===== src/rtl/audio_mix_pkg.sv =====
// Shared types and helpers for the ducking audio mixer.
package audio_mix_pkg;

    typedef enum logic [1:0] {IDLE, ATTACK, HOLD, RELEASE} duck_state_t;

    localparam int W_DEF     = 16;
    localparam int N_SFX_DEF = 2;
    // Sum width for the default configuration: one guard bit per doubling of channel count.
    localparam int SUM_W     = W_DEF + $clog2(N_SFX_DEF + 1);

    // Clamp a signed value into the range of a w-bit two's complement number.
    function automatic logic signed [31:0] saturate(input logic signed [31:0] v, input int w);
        logic signed [31:0] hi;
        logic signed [31:0] lo;
        hi = (32'sd1 <<< (w - 1)) - 32'sd1;
        lo = -hi - 32'sd1;
        if (v > hi)
            return hi;
        else if (v < lo)
            return lo;
        else
            return v;
    endfunction

endpackage


===== src/rtl/duck_envelope.sv =====
// Music attenuation envelope: ramps the duck level up while effects play,
// holds it at the maximum, then ramps it back down.
module duck_envelope
    import audio_mix_pkg::*;
#(
    parameter int DUCK_MAX     = 2,
    parameter int RAMP_SAMPLES = 64,
    parameter int HOLD_SAMPLES = 512,
    parameter int LVL_W        = 2
) (
    input  logic             clk,
    input  logic             rst,
    input  logic             sample_tick,
    input  logic             any_act,
    input  logic             en_duck,
    output logic [LVL_W-1:0] level,
    output duck_state_t      state
);

    localparam int RCW = $clog2(RAMP_SAMPLES + 1);
    localparam int HCW = $clog2(HOLD_SAMPLES + 1);
    localparam logic [RCW-1:0]   RAMP_LAST = RCW'(RAMP_SAMPLES - 1);
    localparam logic [HCW-1:0]   HOLD_LAST = HCW'(HOLD_SAMPLES - 1);
    localparam logic [LVL_W-1:0] LVL_MAX   = LVL_W'(DUCK_MAX);
    localparam logic [LVL_W-1:0] LVL_ONE   = LVL_W'(1);

    logic [RCW-1:0] ramp_cnt;
    logic [HCW-1:0] hold_cnt;

    // Everything advances only on sample_tick; counters clear on every state change.
    always_ff @(posedge clk) begin
        if (!rst) begin
            state    <= IDLE;
            level    <= '0;
            ramp_cnt <= '0;
            hold_cnt <= '0;
        end else if (sample_tick) begin
            case (state)
                IDLE: begin
                    level <= '0;
                    if (any_act && en_duck && (DUCK_MAX > 0)) begin
                        state    <= ATTACK;
                        ramp_cnt <= '0;
                    end
                end
                ATTACK: begin
                    if (!en_duck) begin
                        state    <= RELEASE;
                        ramp_cnt <= '0;
                    end else if (level >= LVL_MAX) begin
                        state    <= HOLD;
                        hold_cnt <= '0;
                    end else if (ramp_cnt == RAMP_LAST) begin
                        level    <= level + LVL_ONE;
                        ramp_cnt <= '0;
                        if (level + LVL_ONE == LVL_MAX) begin
                            state    <= HOLD;
                            hold_cnt <= '0;
                        end
                    end else begin
                        ramp_cnt <= ramp_cnt + 1'b1;
                    end
                end
                HOLD: begin
                    if (!en_duck) begin
                        state    <= RELEASE;
                        ramp_cnt <= '0;
                        hold_cnt <= '0;
                    end else if (any_act) begin
                        hold_cnt <= '0;
                    end else if (hold_cnt == HOLD_LAST) begin
                        state    <= RELEASE;
                        ramp_cnt <= '0;
                        hold_cnt <= '0;
                    end else begin
                        hold_cnt <= hold_cnt + 1'b1;
                    end
                end
                RELEASE: begin
                    if (any_act && en_duck) begin
                        state    <= ATTACK;
                        ramp_cnt <= '0;
                    end else if (level == '0) begin
                        state    <= IDLE;
                        ramp_cnt <= '0;
                    end else if (ramp_cnt == RAMP_LAST) begin
                        level    <= level - LVL_ONE;
                        ramp_cnt <= '0;
                        if (level == LVL_ONE)
                            state <= IDLE;
                    end else begin
                        ramp_cnt <= ramp_cnt + 1'b1;
                    end
                end
                default: begin
                    state    <= IDLE;
                    level    <= '0;
                    ramp_cnt <= '0;
                    hold_cnt <= '0;
                end
            endcase
        end
    end

endmodule


===== src/rtl/audio_mixer_duck.sv =====
// Music plus N_SFX effect channels mixed to one saturated mono sample,
// with the music ducked by a ramped envelope while effects play.
module audio_mixer_duck
    import audio_mix_pkg::*;
#(
    parameter int W            = 16,
    parameter int N_SFX        = 2,
    parameter int DUCK_MAX     = 2,
    parameter int RAMP_SAMPLES = 64,
    parameter int HOLD_SAMPLES = 512,
    localparam int LVL_W       = (DUCK_MAX > 0) ? $clog2(DUCK_MAX + 1) : 1
) (
    input  logic                  clk,
    input  logic                  rst,
    input  logic                  sample_tick,
    input  logic signed [W-1:0]   music_in,
    input  logic [N_SFX*W-1:0]    sfx_in,
    input  logic [N_SFX-1:0]      sfx_active,
    input  logic                  en_duck,
    input  logic                  mute,
    output logic signed [W-1:0]   mix_out,
    output logic                  mix_valid,
    output logic [LVL_W-1:0]      duck_level,
    output logic                  clip,
    output duck_state_t           duck_state
);

    localparam int SUM_W_L = W + $clog2(N_SFX + 1);

    // Stream protocol: sample_tick is a one-cycle strobe with no backpressure;
    // every tick yields exactly one mix_valid pulse two cycles later.

    logic                s1_valid;
    logic                s1_mute;
    logic signed [W-1:0] s1_music;
    logic signed [W-1:0] s1_sfx [N_SFX];

    logic signed [SUM_W_L-1:0] sum;
    logic signed [31:0]        sat_full;
    logic                      ovf;

    duck_envelope #(
        .DUCK_MAX     (DUCK_MAX),
        .RAMP_SAMPLES (RAMP_SAMPLES),
        .HOLD_SAMPLES (HOLD_SAMPLES),
        .LVL_W        (LVL_W)
    ) u_env (
        .clk         (clk),
        .rst         (rst),
        .sample_tick (sample_tick),
        .any_act     (|sfx_active),
        .en_duck     (en_duck),
        .level       (duck_level),
        .state       (duck_state)
    );

    // Music is shifted by the level in force during the tick cycle, before the envelope steps.
    always_ff @(posedge clk) begin
        if (!rst) begin
            s1_valid <= 1'b0;
            s1_mute  <= 1'b0;
            s1_music <= '0;
            for (int k = 0; k < N_SFX; k++)
                s1_sfx[k] <= '0;
        end else begin
            s1_valid <= sample_tick;
            if (sample_tick) begin
                s1_mute  <= mute;
                s1_music <= music_in >>> duck_level;
                for (int k = 0; k < N_SFX; k++)
                    s1_sfx[k] <= sfx_active[k] ? sfx_in[k*W +: W] : '0;
            end
        end
    end

    always_comb begin
        sum = SUM_W_L'(s1_music);
        for (int k = 0; k < N_SFX; k++)
            sum = sum + SUM_W_L'(s1_sfx[k]);
    end

    assign sat_full = saturate(32'(sum), W);
    assign ovf      = (sat_full != 32'(sum));

    always_ff @(posedge clk) begin
        if (!rst) begin
            mix_out   <= '0;
            mix_valid <= 1'b0;
            clip      <= 1'b0;
        end else begin
            mix_valid <= s1_valid;
            clip      <= s1_valid & ~s1_mute & ovf;
            if (s1_valid)
                mix_out <= s1_mute ? '0 : W'(sat_full);
        end
    end

endmodule

===== config.mk =====
export PLATFORM = sky130hd
export DESIGN_NAME = audio_mixer_duck
export DESIGN_NICKNAME = d
export VERILOG_FILES = /design/src/rtl/audio_mix_pkg.sv /design/src/rtl/duck_envelope.sv /design/src/rtl/audio_mixer_duck.sv
export SDC_FILE = /design/constraint.sdc
export NUM_CORES = 1
export LEC_CHECK = 0
export CAP_MARGIN = 20
export CORE_ASPECT_RATIO = 0.9
export CORE_MARGIN = 3
export CORE_UTILIZATION = 59
export DETAILED_ROUTE_END_ITERATION = 10
export GPL_TIMING_DRIVEN = 0
export PLACE_DENSITY = 0.86
export SYNTH_ARGS = -nofsm -noshare
export SYNTH_HDL_FRONTEND = slang
export SYNTH_SLANG_ARGS = --single-unit

===== constraint.sdc =====
create_clock -name clk -period 7.42 [get_ports clk]
set_input_delay 0.742 -clock clk [delete_from_list [all_inputs] [get_ports clk]]
set_output_delay 0.742 -clock clk [all_outputs]
set_load 0.1 [all_outputs]

After elaboration in Yosys (flattened, before gate mapping):

Memories as Yosys holds them, arrays and structs flattened.
Index checks and enable logic that the tools add are counted.

* input bits: 55
* flip-flop bits (word level): 57
* memories kept: 1
* bits in writable memories: 32
* output and inout port bits: 22
* word-level logic and storage cells: 109

* add/subtract/negate cells: 6
* eq/ne operators: 24
* order comparisons: 3
* reductions and logical operators: 10
* bitwise gates (word level): 5
* multiplexer cells: 49
* shifts and indexed selects: 1

Memory list
* s1_sfx: depth 2, width 16, read ports 2, clocked after memory_dff 0, wr ports 2, line audio_mixer_duck.sv:36 `logic signed [W-1:0] s1_sfx [N_SFX];`

Operators by type and width (number)
* 2-to-1 mux 16 bit: 5
* 2-to-1 mux 10 bit: 7
* 2-to-1 mux 32 bit: 2
* 2-to-1 mux 7 bit: 9
* 2-to-1 mux 2 bit: 18
* != test 32 x 18 -> 1 bit: 1
* case mux 7 bit (4 select lines): 1
* case mux 10 bit (2 select lines): 1
* adder 17 x 16 -> 18 bit: 1
* greater-than comparator 18 x 16 -> 1 bit (second input constant): 1
* < comparator 18 x 16 -> 1 bit (second input constant): 1
* adder 16 x 16 -> 17 bit: 1
* AND reduction 8 bit: 2
* >>> shifter 16 x 2 -> 16 bit: 1
* adder 10 x 1 -> 10 bit (second input constant): 1
* equality test 10 x 9 -> 1 bit (second input constant): 1
* AND reduction 5 bit: 2
* != test 2 bit (second input constant): 4
* != test 4 x 1 -> 1 bit (second input constant): 2
* != test 4 x 2 -> 1 bit (second input constant): 2
* case mux 2 bit (4 select lines): 1
* adder 7 x 1 -> 7 bit (second input constant): 1
* equality test 7 x 6 -> 1 bit (second input constant): 1
* equality test 2 bit (second input constant): 3
* 18 further kinds: 29

Longest topological paths before layout:

Gate-level depths: netlist of run 1.

* depth after elaboration: 7
* gate-level depth with buffers: 17
* gate-level depth less buffers: 17

By module:

A second synthesis of run 1 with hierarchy kept.

* cells, all modules: 513
* area total of the unflattened synthesis: 5432.7 µm²

Modules (own cells, without submodules)
* audio_mixer_duck: seq. area each 1681.6 µm², times used 1, area each 4041.4 µm², cells an instance 341
* duck_envelope: seq. area each 420.4 µm², times used 1, area each 1391.3 µm², cells an instance 172

Worst setup path after synthesis of run 1:

OpenSTA, ideal clock, no wires.

* path type: register to register
* start point: mem s1_sfx[0][7]
* end point: reg clip
* setup time: 0.131 ns
* slack: 3.312 ns
* data arrival time: 3.976 ns
* data required time: 7.289 ns
* path buffers: 0
* stages on the path, launching flop included: 16
* clock period less this slack: 4.108 ns
* cell sequence: edfxtp_1 fa_1 ha_1 a2111oi_4 o21ai_2 and3_4 a211o_4 xnor2_4 or3_2 ha_1 nor4_1 nand2_1 a2111oi_0 nand4_1 nor4_1 a211oi_1

RTL lines
* start, declared: line audio_mixer_duck.sv:36
* end signal, assigned: line audio_mixer_duck.sv:92 `clip <= s1_valid & ~s1_mute & ovf;`
* end, declared: line audio_mixer_duck.sv:24 `output logic clip,`

Worst setup path in the final report of run 1:

* start point: reg s1_music[1]
* end point: reg clip

* word-level cells in the longest chain between the ends: 7
* elaborated cells on any way between the ends: 8
* classes of those cells: 2 x add/sub; 2 x order compare; 1 x eq/ne; 2 x mux; 1 x bitwise

RTL lines
* start, declared: line audio_mixer_duck.sv:35 `logic signed [W-1:0] s1_music;`
* start signal, assigned: line audio_mixer_duck.sv:69 `s1_music <= music_in >>> duck_level;`
* adder 16 x 16 -> 17 bit *: line audio_mixer_duck.sv:79 `sum = sum + SUM_W_L'(s1_sfx[k]);`
* adder 17 x 16 -> 18 bit *: line audio_mixer_duck.sv:79
* < comparator 18 x 16 -> 1 bit: line audio_mix_pkg.sv:19 `else if (v < lo)`
* 2-to-1 mux 32 bit: line audio_mix_pkg.sv:19
* 2-to-1 mux 32 bit: line audio_mix_pkg.sv:17 `if (v > hi)`
* != test 32 x 18 -> 1 bit *: line audio_mixer_duck.sv:83 `assign ovf = (sat_full != 32'(sum));`
* AND 1 bit *: line audio_mixer_duck.sv:92

Every way passes the cells marked *; elsewhere a longest branch is shown, timed or not.
A chain may end at the register's enable or synchronous reset.

==> results.cfg, run 1 <==
[sta]
worst_pin_slew_ps = 992
slew_viol_final = 0
min_period_ps = 5040
hold_violations = 0
setup_viol = 0
min_period_over_period_pct = 68.0
rsz0062_at_grt = false
skew_ps = 5.22
fmax_ghz = 0.198
tns_ps = 0
whs_ps = 458
relSlewSlack_pct = 33.7

[die]
core_area_sq_um = 8300
fp.dieW_um = 105
die_y_um = 95.2
ios = 77
rows = 31
die-area_sq_um = 10000
start_util_pct = 62.8

[global_route]
grt_pass1_vias = 4230
grt_overflow = 0
grt_max_degree = 23
antenna_found_initial = 0
grt_pass1_wl_um = 20400
grt_use_total_pct = 25.7

[run]
cap_violations = 0

[synth]
synth_top_cell_by_area = dfxtp_1
synth.top_cell.area_share_pct = 21.9
synth_edf_count = 32
async_reset_ff_share_pct = 0
synth.net_count = 615
yosysSeqAreaShare_pct = 40.3
synth_area_sq_um = 5210
yosysWarningCount = 0
ys_types = 65
ys_seq_elements = 89
synthCells = 516
netlist_top_cells_area = dfxtp_1 (22%), edfxtp_1 (18%), fa_1 (6.5%)
avgSynthCellArea_sq_um = 10.1
synthFlopType = dfxtp_1

[routing]
routed_wl_um = 12400
drt_iter0_markers = 285
via_per_inst = 5.89
wl_per_cell_um = 17.2
antenna_left = 0
vias = 4255
drc_errors = 0
drt-pass1-iter-count = 4

[placement]
io_buffers = 75
hpwl_um = 9650
gp_congestion = 0.925

[clock_tree]
post_cts_buffers = 0
cts_tree = built
hold_buffers = 0
cts-resized-gates = 0
clock_latency_ps = 370
cts-root-buf = clkbuf_8
clk_pin_slew_ps = 100
cts-buffers-inserted = 9
clock_sinks = 89
clk_path_buf_depth = 2
cts_max_level = 3

[layout]
nFillCells = 598
diodes = 0
drive_gt1_share_pct = 6.91
nets = 702
syn_to_final_growth_pct = 21.6

[setup_path]
end_kind = register
critPathArrivalTime_ps = 5290
cp_max_fo = 7
worstPathRequired_ps = 7670
worst-setup-path-type = reg -> reg
start_kind = register

[status]
status = finished, final reports clean

[power_and_ir_drop]
power_density_nw_per_um2 = 235
p_leak_nw = 2.50
ir_drop_mv = 0.147

[worst_hold_path]
hold_path.class = reg -> reg
through the flow:
step	cell area, sq um	worst slack [ps]	power [W]	cells	utilization (%)
global route	6340	2120	0.00156	723	76.4
finish	6340	2380	0.00149	723	76.4
CTS	6340	2460	0.00149	723	76.4
global placement	6110	2660	0.00114	706	73.6
floorplan	5210	3310	0.00101	516	-
detailed placement	6130	2520	0.00115	707	73.9
cell usage in the layout, fill, tap and decap left out, types with 3 or more instances in the layout:
cell | netlist | routed
mux4_2 | 7 | 7
nor2b_1 | 4 | 4
fa_1 | 17 | 17
a31oi_1 | 6 | 6
ha_1 | 27 | 27
o21a_1 | 4 | 4
clkdlybuf4s50_1 | 0 | 75
nand2b_1 | 4 | 4
and2_1 | 35 | 35
and3_1 | 11 | 11
inv_8 | 0 | 3
o21ai_0 | 22 | 22
a211oi_1 | 6 | 6
nor4_1 | 4 | 4
edfxtp_1 | 32 | 32
a22oi_1 | 7 | 7
o21bai_1 | 4 | 4
or3_1 | 3 | 3
a21oi_1 | 21 | 21
o21ai_1 | 5 | 5
nand4_1 | 5 | 5
inv_1 | 18 | 18
mux2_2 | 3 | 3
dfxtp_1 | 57 | 57
clkbuf_8 | 0 | 9
o211ai_1 | 5 | 5
nand2_1 | 47 | 47
nor2_1 | 50 | 50
nand3_1 | 7 | 7
xor2_1 | 13 | 13
clkinvlp_4 | 0 | 3
a22o_1 | 9 | 9
nor3_1 | 6 | 6
xnor2_1 | 8 | 8
clkbuf_1 | 11 | 11
a21o_1 | 6 | 6
mux2i_1 | 15 | 15
logic make-up (layout without fill, tap and decap cells):
kind of cell,count (synthesis),after routing,synth area share [%]
adder cells (fa/ha/maj),44,44,13.0
XOR/XNOR,22,22,4.06
multiplexers,25,25,6.55
flip-flops,89,89,40.3
AND/OR/NAND/NOR,184,184,17.4
buffers and inverters,34,126,2.64
AO/OA/AOI/OAI,118,118,16.0
routing by layer:
metal | share of wire [%] | track usage, % | vias to the layer above | wire length [um]
met5 | 0 | 0 | - | 0
met4 | 1.6 | 7.32 | 0 | 194
met3 | 6.7 | 5.01 | 19 | 837
met2 | 49 | 45.8 | 180 | 6150
met1 | 42 | 32.2 | 2013 | 5250
li1 | - | - | 2043 | -
final timing paths:
path | startpoint | end | slack (ps) | depth (start not counted)
min reg2reg | mix_out[15] | mix_out[15] | 460 | 2
max reg2reg | s1_music[1] | clip | 2380 | 17
min | mix_out[15] | mix_out[15] | 460 | 2
max | s1_music[1] | clip | 2380 | 17
worst max-delay path, cell delays in order (launching register included):
cell and delay, ps:
dfxtp_1 320, inv_1 60, fa_1 540, inv_1 50, ha_1 220, fa_1 420, a211oi_1 350, o21ai_0 290
a21oi_1 360, o21bai_1 250, or3_2 470, ha_1 230, nor4_1 180, nand2_1 80, a2111oi_0 450, nand4_1 170
nor4_1 340, a211oi_1 120
sequential cells by signal, indices dropped and copies added, names as in the netlist:
signal and cells:
u_env.level 2, u_env.ramp_cnt 7, u_env.hold_cnt 10, s1_mute 1, s1_music 16, mix_valid 1
s1_valid 1, clip 1, mix_out 16, s1_sfx 32, u_env.state 2
Yosys cell counts, drive strengths merged (8+ instances only):
cell type / instances
edfxtp: 32
a22o: 9
nand2: 47
ha: 27
inv: 18
and2: 35
clkbuf: 11
and3: 12
a21oi: 21
xnor2: 9
dfxtp: 57
mux2i: 15
nor2: 50
xor2: 13
o21ai: 28
a21o: 8
fa: 17
layout make-up:
cell class	count	area, sq um	area share (%)
well taps	115	144	2.27
plain buffers	16	70.1	1.11
clock inverters	6	56.3	0.888
clock buffers	10	149	2.35
inverters	18	67.6	1.07
multi-input cells	393	2970	46.9
repair buffers	76	778	12.3
flip-flops and latches	89	2100	33.2
where the power goes:
group	switching [W]	internal [W]	leakage, nW	total, W
logic	0.000369	0.000206	1.59	0.000575
registers	0.0000290	0.000548	0.812	0.000577
clock network	0.000192	0.000149	0.0956	0.000341
(Power assumes the default switching activity.)
==> run 2: changes to the inputs <==
CORE_UTILIZATION = 55   (was 59)
PLACE_DENSITY = 0.81   (was 0.86)
clock period = 5.05 ns   (was 7.42 ns; I/O delays follow)
==> results.cfg, run 2 (same netlist as run 1, synthesis figures left out) <==
[die]
core_area_sq_um = 9170
ios = 77
start_util_pct = 56.9
die_y_um = 98.4
fp.dieW_um = 109
die-area_sq_um = 10700
rows = 33

[sta]
relSlewSlack_pct = 34.5
skew_ps = 9.06
setup_viol = 0
setup_ws_ps = 435
slew_viol_final = 0
tns_ps = 0
worst_pin_slew_ps = 979
min_period_ps = 4620
fmax_ghz = 0.217
min_period_over_period_pct = 91.4
rsz0062_at_grt = false
hold_violations = 0

[routing]
vias = 4222
antenna_left = 0
routed_wl_um = 12000
drt-pass1-iter-count = 5
via_per_inst = 5.78
drt_iter0_markers = 211
wl_per_cell_um = 16.4
drc_errors = 0

[setup_path]
worstPathRequired_ps = 5300
worst-setup-path-type = reg -> reg
reg2regPathDepth = 17
start_kind = register
critPathArrivalTime_ps = 4870
cp_max_fo = 7
end_kind = register
rrSetupSlack_ps = 430

[global_route]
grt_util_met3_pct = 4.30
grt_pass1_wl_um = 19600
grt.busiest_layer = met2
antenna_found_initial = 0
met2_usage_pct = 36.9
grt_max_degree = 23
use_met1_pct = 32.1
grt_overflow = 0
grt_use_total_pct = 23.5
grt_pass1_vias = 4047

[layout]
top_regs = s1_sfx (32), mix_out (16), s1_music (16)
diodes = 0
regMostFlops = s1_sfx
final_area_sq_um = 6330
layout_commonest_cell = clkdlybuf4s50_1
mostFrequentLayoutCells = clkdlybuf4s50_1 (75), dfxtp_1 (57), nor2_1 (50), nand2_1 (47), and2_1 (35)
nets = 702
largest_reg_flops = 32
drive_gt1_share_pct = 6.41
syn_to_final_growth_pct = 21.5

[power_and_ir_drop]
power_density_nw_per_um2 = 342
p_leak_nw = 2.49
p_total_w = 0.00217
ir_drop_mv = 0.231

[clock_tree]
clock_latency_ps = 370
clk_pin_slew_ps = 80
cts_max_level = 3
clock_sinks = 89
cts-buffers-inserted = 9
cts_tree = built
cts-root-buf = clkbuf_8
hold_buffers = 0
clk_path_buf_depth = 2
post_cts_buffers = 0

[worst_hold_path]
hold_path.class = reg -> reg
whs_path_depth = 2

[run]
cap_violations = 0

[placement]
hpwl_um = 9340
gp_congestion = 0.901
placed_cell_area_sq_um = 6140
io_buffers = 75
dp_slack_ps = 328

[status]
status = finished, final reports clean
run 2: cell types whose count changed in the layout (fill, tap and decap cells not counted), sizes merged:
cell,delta
clkinv,+1
clkbuf,+4
clkinvlp,-2
inv,-3
run 2: final cells by class:
cell class,instances,area (sq um)
plain buffers,16,70.1
clock buffers,14,174
clock inverters,2,11.3
fillers,722,2830
inverters,18,67.6
multi-input cells,393,2980
flip-flops and latches,89,2100
well taps,122,153
repair buffers,76,778
run 2: critical path, cell delays in order (launching register included):
cell	delay [ps]
dfxtp_1	310
inv_1	60
fa_1	530
inv_1	50
ha_1	220
fa_1	430
a211oi_1	340
o21ai_1	220
a21oi_2	260
o21bai_1	240
or3_2	470
ha_1	230
nor4_1	170
nand2_1	80
a2111oi_1	320
nand4_1	180
nor4_1	280
a211oi_1	110
run 2: through the flow:
step                std cells  util, %  hold WS [ps]
global route              730     69.1           518
detailed placement        714     67.0           463
global placement          713     66.7           444
CTS                       730     69.0           481
floorplan                 516        -           449
finish                    730     69.1           478
run 2: final timing paths:
kind                                     to        start
worst min-delay path            mix_out[15]  mix_out[15]
worst max register to register         clip  s1_music[1]
worst min register to register  mix_out[15]  mix_out[15]
worst max-delay path                   clip  s1_music[1]
run 2: what timing repair did:
action	CTS	global route
hold endpoints to repair	0	0
resized for setup	0	3
endpoints found under the setup margin	0	1
run 2: power by group:
group	total (W)	internal, W	switching, W	leakage [nW]
combinational	0.000854	0.000305	0.000549	1.59
clock	0.000466	0.000221	0.000245	0.0895
sequential	0.000846	0.000804	0.0000417	0.812
run 2: routing by layer:
layer,up-vias,share of wire (%),routed length (um)
li1,2030,-,-
met1,2024,44,5290
met2,146,47,5620
met3,22,6.7,807
met4,0,2.0,244
met5,-,0,0
==> run 3: changes to the inputs <==
--- a/config.mk
+++ b/config.mk
@@ -11,2 +11,3 @@
 export CORE_UTILIZATION = 55
+export CTS_BUF_LIST = sky130_fd_sc_hd__clkbuf_16
 export DETAILED_ROUTE_END_ITERATION = 10
@@ -17 +18,2 @@
 export SYNTH_SLANG_ARGS = --single-unit
+export TNS_END_PERCENT = 5
==> constraint.sdc (replaced) <==
create_clock -name clk -period 5.05 [get_ports clk]
set_input_delay 0.7575 -clock clk [delete_from_list [all_inputs] [get_ports clk]]
set_output_delay 0.7575 -clock clk [all_outputs]
set_load 0.1 [all_outputs]
==> results.cfg, run 3 (same netlist as run 1, synthesis figures left out) <==
[status]
status = finished, final reports clean

[die]
start_util_pct = 56.9
die_y_um = 98.4
ios = 77
core_area_sq_um = 9170
rows = 33
die-area_sq_um = 10700
fp.dieW_um = 109

[placement]
io_buffers = 75
gp_congestion = 0.901
hpwl_um = 9340
placed_cell_area_sq_um = 6140

[sta]
min_period_ps = 4620
skew_ps = 5.41
hold_violations = 0
relSlewSlack_pct = 34.3
slew_viol_final = 0
worst_pin_slew_ps = 982
fmax_ghz = 0.217
setup_viol = 0
rsz0062_at_grt = false
min_period_over_period_pct = 91.4
tns_ps = 0

[global_route]
met2_usage_pct = 39.2
grt_use_total_pct = 24.3
grt_overflow = 0
antenna_found_initial = 0
grt_util_met3_pct = 6.41
grt.busiest_layer = met2
grt_max_degree = 23
use_met1_pct = 32.3
grt_pass1_vias = 4101
grt_pass1_wl_um = 20100

[setup_path]
end_kind = register
worst_path_max_delay_cell = fa_1
cp_max_fo = 5
worstPathRequired_ps = 5270
max_stage_delay_ps = 530
worst-setup-path-type = reg -> reg
critPathArrivalTime_ps = 4840
cp_cell_sequence = fa_1, ha_1, a211oi_1, o21ai_2, and3_4, a211o_4, xnor2_4, or3_2, ha_1, nor4_1, nand2_1, a2111oi_1, nand4_1, nor4_1, a211oi_1
start_kind = register

[run]
cap_violations = 0

[clock_tree]
clk_pin_slew_ps = 60
clock_latency_ps = 350
clock_sinks = 89
cts-root-buf = clkbuf_16
cts_tree = built
cts_max_level = 3
cts-buffers-inserted = 9
clk_path_buf_depth = 2

[routing]
wl_per_cell_um = 16.9
vias = 4264
drt-pass1-iter-count = 6
drt_iter0_markers = 302
antenna_left = 0
routed_wl_um = 12400
drc_errors = 0
via_per_inst = 5.84

[layout]
drive_gt1_share_pct = 6.25
regMostFlops = s1_sfx
final_area_sq_um = 6420
mostFrequentLayoutCells = clkdlybuf4s50_1 (75), dfxtp_1 (57), nor2_1 (50), nand2_1 (47), and2_1 (35)
nets = 702
diodes = 0
layout_commonest_cell = clkdlybuf4s50_1
largest_reg_flops = 32
syn_to_final_growth_pct = 23.3
top_regs = s1_sfx (32), mix_out (16), s1_music (16)

[power_and_ir_drop]
power_density_nw_per_um2 = 362
ir_drop_mv = 0.238
p_leak_nw = 2.54

[worst_hold_path]
hold_path.class = reg -> reg
## run 3: changes by cell type in the layout (fill, tap and decap cells not counted), sizes merged
cell / previous run / this run
clkinv: 1 / 2
clkbuf: 25 / 21
inv: 18 / 21
## run 3: worst paths after layout
check	start	endpoint	slack, ps	cells past startpoint
hold reg to reg	mix_out[15]	mix_out[15]	470	2
hold / removal	mix_out[15]	mix_out[15]	470	2
setup reg to reg	s1_sfx[0][2]	clip	430	15
setup / recovery	s1_sfx[0][2]	clip	430	15
## run 3: layout make-up
cell class                 count  area, sq um
multi-input combinational    393         2980
fill                         708         2740
sequential                    89         2100
timing repair buffer          76          778
clock buffer                  10          250
tap                          122          153
buffer                        16         70.1
inverter                      18         67.6
clock inverter                 6         26.3
## run 3: metal layers
| metal | vias to the layer above | share of wire, % |
|---|---|---|
| li1 | 2038 | - |
| met1 | 2043 | 45 |
| met2 | 165 | 48 |
| met3 | 18 | 6.2 |
| met4 | 0 | 1.6 |
| met5 | - | 0 |
## run 3: critical path, delay by kind of cell, from the launching register on
family	cells	cell delay, ps
XOR/XNOR	1	160
AO/OA/AOI/OAI	5	1430
adder cells (fa/ha/maj)	3	1070
flip-flops	1	400
AND/OR/NAND/NOR	6	1440
## run 3: timing repair
action	in CTS	in global routing
gates resized for setup	0	3
setup endpoints to repair	0	1
setup buffers	0	0
hold endpoints to repair	0	0
hold buffers	0	0
## run 3: per-stage QoR
step	setup slack [ps]	power, W	util [%]	hold WS (ps)	cells
after global placement	305	0.00167	66.7	444	713
after detailed placement	328	0.00170	67.0	463	714
after floorplan	942	0.00148	-	449	516
after CTS	283	0.00232	70.0	476	730
after global routing	62.1	0.00244	70.1	514	730
final	433	0.00233	70.1	471	730
## run 3: power breakdown
group	total, W	switching [W]	internal, W
combinational	0.000854	0.000550	0.000305
sequential	0.000848	0.0000424	0.000806
clock	0.000624	0.000270	0.000354
